**config.mk**
```make
export PLATFORM = sky130hd
export DESIGN_NAME = regfile_mp
export DESIGN_NICKNAME = d
export VERILOG_FILES = /design/src/rtl/regfile_mp.sv
export SDC_FILE = /design/constraint.sdc
export NUM_CORES = 2
export LEC_CHECK = 0
export CORE_MARGIN = 5
export CORE_UTILIZATION = 25
export CTS_BUF_LIST = sky130_fd_sc_hd__clkbuf_16
export DETAILED_ROUTE_END_ITERATION = 8
export PLACE_DENSITY_LB_ADDON = 0.25
export SYNTH_ARGS = -nofsm -noshare
export SYNTH_HDL_FRONTEND = slang
export SYNTH_SLANG_ARGS = --single-unit
```
**constraint.sdc**
```tcl
create_clock -name clk -period 4.23 [get_ports clk]
set_input_delay 0.846 -clock clk [delete_from_list [all_inputs] [get_ports clk]]
set_output_delay 0.846 -clock clk [all_outputs]
set_load 0.01 [all_outputs]
```
**src/rtl/regfile_mp.sv**
```systemverilog
// rtl/regfile_mp.sv - multi-port GPR file, two write ports, same-cycle bypass, r0 = 0
// REGFILE_SCOREBOARD_EN adds the pending-write scoreboard (rd_busy, pend_cnt)
module regfile_mp #(
  parameter int DATA_W = 32,
  parameter int ADDR_W = 5,
  parameter int NUM_RD = 2
) (
  input  logic                     clk,
  input  logic                     rst,
  input  logic                     we0,
  input  logic [ADDR_W-1:0]        waddr0,
  input  logic [DATA_W-1:0]        wdata0,
  input  logic                     we1,
  input  logic [ADDR_W-1:0]        waddr1,
  input  logic [DATA_W-1:0]        wdata1,
  input  logic [NUM_RD-1:0]        rd_re,
  input  logic [NUM_RD*ADDR_W-1:0] rd_addr,
  output logic [NUM_RD*DATA_W-1:0] rd_data,
  output logic [NUM_RD-1:0]        rd_busy,
  input  logic                     iss_we,
  input  logic [ADDR_W-1:0]        iss_addr,
  input  logic                     flush,
  output logic [ADDR_W:0]          pend_cnt
);

  localparam int DEPTH = 1 << ADDR_W;

  logic [DATA_W-1:0] regs [DEPTH];

  // Port 1 is written last so it wins an address collision with port 0.
  always_ff @(posedge clk) begin
    if (rst) begin
      for (int j = 0; j < DEPTH; j++) regs[j] <= '0;
    end else begin
      if (we0 && (waddr0 != '0)) regs[waddr0] <= wdata0;
      if (we1 && (waddr1 != '0)) regs[waddr1] <= wdata1;
    end
  end

`ifdef REGFILE_SCOREBOARD_EN
  logic [DEPTH-1:0] busy;
  logic [DEPTH-1:0] busy_nxt;
  logic [ADDR_W:0]  cnt_nxt;
  logic [ADDR_W:0]  pend_q;

  // Issue is applied after the write clears: the younger producer keeps the register busy.
  always_comb begin
    busy_nxt = busy;
    if (flush) begin
      busy_nxt = '0;
    end else begin
      if (we0)    busy_nxt[waddr0]   = 1'b0;
      if (we1)    busy_nxt[waddr1]   = 1'b0;
      if (iss_we) busy_nxt[iss_addr] = 1'b1;
    end
    busy_nxt[0] = 1'b0;
    cnt_nxt = '0;
    for (int j = 1; j < DEPTH; j++) cnt_nxt = cnt_nxt + {{ADDR_W{1'b0}}, busy_nxt[j]};
  end

  always_ff @(posedge clk) begin
    if (rst) begin
      busy   <= '0;
      pend_q <= '0;
    end else begin
      busy   <= busy_nxt;
      pend_q <= cnt_nxt;
    end
  end

  assign pend_cnt = pend_q;
`else
  logic unused_sb;
  assign unused_sb = ^{iss_we, iss_addr, flush};
  assign pend_cnt  = '0;
`endif

  for (genvar i = 0; i < NUM_RD; i++) begin : g_rd
    logic [ADDR_W-1:0] a;
    logic              hit0;
    logic              hit1;
    assign a    = rd_addr[i*ADDR_W +: ADDR_W];
    assign hit0 = we0 && (waddr0 == a);
    assign hit1 = we1 && (waddr1 == a);

    assign rd_data[i*DATA_W +: DATA_W] =
      (rst || (a == '0) || !rd_re[i]) ? '0 :
      hit1                            ? wdata1 :
      hit0                            ? wdata0 :
                                        regs[a];

`ifdef REGFILE_SCOREBOARD_EN
    // A write landing this cycle resolves the operand through the bypass.
    assign rd_busy[i] = !rst && rd_re[i] && (a != '0) && busy[a] && !hit0 && !hit1;
`else
    assign rd_busy[i] = 1'b0;
`endif
  end

endmodule
```
### After elaboration in Yosys (flattened, before gate mapping)

Memory sizes are Yosys's and may differ from the RTL's.
Cells that the tools add are included.

| operators by class | value |
|---|---|
| equality and inequality tests | 4 |
| reduce and logical (&&, ||, !) cells | 18 |
| multiplexer cells | 20 |

Operators with widths:

| operator | count |
|---|---|
| $mux W32 | 8 |
| $reduce_or A32 Y1 | 2 |
| $eq A5 B5 Y1 | 4 |
| $logic_not A5 Y1 | 2 |
| $mux W1 | 10 |
| $mux W5 | 2 |
| $reduce_bool A5 Y1 | 2 |
| $logic_and A1 B1 Y1 | 6 |
| $logic_or A1 B1 Y1 | 4 |
| $logic_not A1 Y1 | 2 |

| word-level totals | value |
|---|---|
| bits in writable memories | 1,024 |
| input port bits | 97 |
| logic and storage cells | 43 |
| memories kept | 1 |
| bits in registers | 0 |
| output and inout bits | 72 |

Memory list:

| memory | words | bits a word | rd ports | clocked after Yosys merged registers in | wr ports | RTL line | RTL |
|---|---|---|---|---|---|---|---|
| regs | 32 | 32 | 2 | 0 | 32 | 28 | `logic [DATA_W-1:0] regs [DEPTH];` |

### Longest topological paths before layout

| logic depth | value |
|---|---|
| depth after elaboration | 7 |
| mapped depth | 9 |
| mapped depth without buffers | 5 |

### Worst setup path after synthesis

OpenSTA, ideal clock, no wires.

| path | value |
|---|---|
| kind | input-to-reg |
| from | in waddr0[4] |
| to | mem regs[24][0], enable pin |
| library setup time | 466 ps |
| cell stages on the path | 6 |
| data arrival time | 3,920 ps |
| slack | -156 ps |
| path buffers | 3 |
| data required time | 3,764 ps |
| cells stage by stage | buf_2 or3_1 buf_2 nand3b_1 buf_2 o21ai_0 |

RTL lines:

| element | RTL line | RTL |
|---|---|---|
| start, declared | 11 | `input logic [ADDR_W-1:0] waddr0,` |
| end, declared | 28 |  |

### Final worst setup path

| path | value |
|---|---|
| from | in waddr1[2] |
| to | out rd_data[42] |

| on the way | value |
|---|---|
| longest elaborated chain between the ends | 4 |

Ends and longest elaborated chain:

| element | RTL line | RTL |
|---|---|---|
| start, declared | 14 | `input logic [ADDR_W-1:0] waddr1,` |
| $eq A5 B5 Y1 | 84 | `assign hit1 = we1 && (waddr1 == a);` |
| $logic_and A1 B1 Y1 | 84 |  |
| $mux W32 | 88 | `hit1 ? wdata1 :` |
| $mux W32 | 87 | `(rst \|\| (a == '0) \|\| !rd_re[i]) ? '0 :` |
| end, declared | 18 | `output logic [NUM_RD*DATA_W-1:0] rd_data,` |

No other way between the ends.

==> summary.txt <==
Logic synthesis
  – XOR/XNOR share of the synthesized area: 0.2920%
  – Adder-Cell Fraction of Synth Area: 0%
  – Largest family of logic cells by synthesized area: multiplexers
  – Avg Inst Size Synth: ~15 um2
  – Yosys reg bits: approximately 1000
  – Sequential share of the synthesized area: approximately half
  – Mux contribution to synthesized area: 21.36%
  – Ys flop type: edfxtp_1
  – Post-synth EDFFs: 1024
  – Yosys warning count: 0
  – Post-synthesis instance total: 4113
  – Simple-gate portion of the synthesized area: under 10%
  – Synth Area in Compound Gates: between 10% and 20%
  – FFs w/ async S/R, synth: 0%
  – Mapped Area: about 60000 um2
  – Synth unique cells: 56

Critical path
  – Top Family by Delay on Critical Path: buffers and inverters
  – Critical Path Start Type: input pin
  – CP endpoint kind: output pin
  – CP Data Arrival Time: between 3 and 4 ns
  – Critical Path RT: between 3 and 4 ns
  – CP peak stage delay: about 0.45 ns
  – CP Class: in2out
  – Crit path buf inv count: 6
  – CP Max Fanout: 16
  – CP most frequent cell: buf_4
  – CP max-delay cell: clkdlybuf4s50_1
  – Critical path, cell by cell: clkdlybuf4s50_1, buf_12, xnor2_2, nand4_1, buf_4, buf_4, bufbuf_16, o2111ai_1, a21oi_1, a221o_2, buf_4
  – Setup crit start: waddr1[2]

Finish
  – Biggest regs: regs (1024)
  – Area of the multi-input gates: about 27000 um2
  – Max reg flops: ~1000
  – Fin area: approximately 74000 um2
  – Filler cell count in the final layout: 23540
  – Top reg by flops: regs
  – Most frequent cells in the layout: edfxtp_1 (1024), a22o_1 (992), buf_4 (525)
  – Nets@finish: about 4500
  – Layout Area Growth over Synthesis: 23.15%
  – Layout cells sized above 1: approximately a third
  – Commonest non-fill, non-tap cell in the layout: edfxtp_1
  – Flip-flop and latch area: between 30000 and 40000 um2

Place
  – Routability cong.: between 0.9 and 1
  – DP Area: approximately 70000 um2
  – Post-DP HPWL: 194800 um
  – IO Port Bufs: approximately 150

CTS
  – CTS tree: done
  – Clk slew on worst S/H paths: 0.06 ns
  – Sink Count: ~1000
  – CTS Buf Count: 110
  – H-Tree Depth: 3
  – CTS max path bufs: 3
  – CTS Root Cell: clkbuf_16

Detailed routing
  – Routed via count: about 47000
  – TritonRoute pass-1 iters: 8
  – Vias per cell: 6.145
  – ANT nets after route: 0
  – Initial DRC count: between 6000 and 7000
  – Residual DRC: 0
  – Final wirelength: roughly 300000 um
  – Routed len/inst: 39.32 um

Floorplanning
  – Initial core utilization: approximately a quarter
  – DIE HEIGHT: around 500 um
  – Boundary Pins: around 170
  – DIE AREA: around 250000 um2
  – Core footprint: roughly 240000 um2
  – Die X: around 500 um
  – Standard-cell row count: about 180

STA
  – Fmax: about 240 MHz
  – Actual slew at the worst max-slew pin: ~1.3 ns
  – Period utilisation layout: between 90 and 100%
  – Setup Viol. Count Final: 0
  – Final min period: 4.222 ns
  – Max-slew violations: 0
  – Final Hold Fails: 0
  – Max_slew headroom: a little over an eighth

Run
  – Max-Cap Viols: 0

Global routing
  – Number of global-route vias before repair: around 47000
  – Gr ovfl total: 0
  – Largest net degree at the start of global routing: 46
  – Initial antenna violation count: 15
  – GRT Total Usage: 23.19%
  – First-pass GRT wire length: 404000 um

Worst hold path
  – Hold Path Class: in2reg
  – Hold_sp: rst
  – Hold endpoint: regs[0][30]$_DFFE_PP_
  – Hold Path Depth: 1

Power and ir drop
  – Static Leakage: 24.96 nW
  – PD cells: ~360 nW/um2
  – IR drop worst, VDD: 0.3079 mV
  – Power, Total: between 20 and 30 mW

Run status
  – Status: finished, final reports clean
## final cells by class
cell class	instances	area share, %
clock buffers	111	3.760
repair buffers	831	11.48
diodes	4	0.01355
clock inverters	94	1.123
flip-flops and latches	1024	41.63
inverters	3	0.01524
multi-input cells	2409	36.61
well taps	3167	5.364
## power by group
| group | total [mW] | switching (mW) | internal [mW] |
|---|---|---|---|
| sequential | 12.1 | 0.297 | 11.8 |
| combinational | 4.55 | 2.66 | 1.89 |
| clock | 10.0 | 4.52 | 5.52 |
## per-layer routing
layer,up-vias,track usage (%),wire length (um)
li1,18000,-,-
met1,24990,29.03,113500
met2,3194,36.86,137800
met3,781,5.081,28580
met4,4,13.87,20650
met5,-,0,27
## how the worst max path moves through the flow
stage,end,slack (ns),cells after the start
5_1_grt,rd_data[42],-0.09,11
4_1_cts,rd_data[29],-0.002,8
6_report,rd_data[42],0.008,11
3_3_place_gp,rd_data[30],-0.36,10
2_1_floorplan,regs[24][0]$_DFFE_PP_,-0.16,6
3_5_place_dp,rd_data[30],-0.40,10
## cells by family after synthesis
logic type,after synthesis
flops,1024
xor+xnor,20
simple gates,256
other cells,1
mux,646
buf+inv,719
compound gates,1447
## stage by stage
stage | setup TNS, ns | setup slack, ns | utilization [%] | hold WS [ns] | cells
5_1_grt | -0.6813 | -0.08649 | 31.00 | 0.5154 | 7640
2_1_floorplan | -34.58 | -0.1562 | - | 1.248 | 4152
6_report | 0 | 0.008179 | 31.00 | 0.5236 | 7643
4_1_cts | -0.002106 | -0.002106 | 30.98 | 0.4784 | 7633
3_5_place_dp | -11.56 | -0.3976 | 29.31 | 1.286 | 7406
3_3_place_gp | -10.59 | -0.3617 | 29.31 | 1.288 | 7406
## timing repair
action                                  4_1_cts  5_1_grt
endpoints found under the setup margin       64       36
pin swaps                                     9       14
resized for setup                           130       42
cloned                                        3        0
buffers inserted                             19        6
hold buffers                                  0        0
## synth_stat cells, types with 4 or more instances
cell type,n,area (um2)
nand3_1,68,340.3
buf_1,94,352.8
a22o_1,992,8688
mux4_2,507,11420
buf_6,4,45.04
edfxtp_1,1024,30750
or3_1,27,168.9
buf_2,131,655.6
buf_4,21,157.7
o21ai_0,131,655.6
mux2i_1,138,1381
and4_1,4,35.03
and2_1,6,37.54
a21oi_1,62,310.3
xnor2_1,12,105.1
o2111ai_1,62,543.0
clkbuf_1,466,1749
nor3_1,28,140.1
a22oi_1,124,930.9
xor2_1,8,70.07
nor2_1,69,259.0
nor2b_1,4,25.02
a221o_1,62,620.6
nand2_1,12,45.04
nand3b_1,10,75.07
Power figures use the tool's default switching activity.
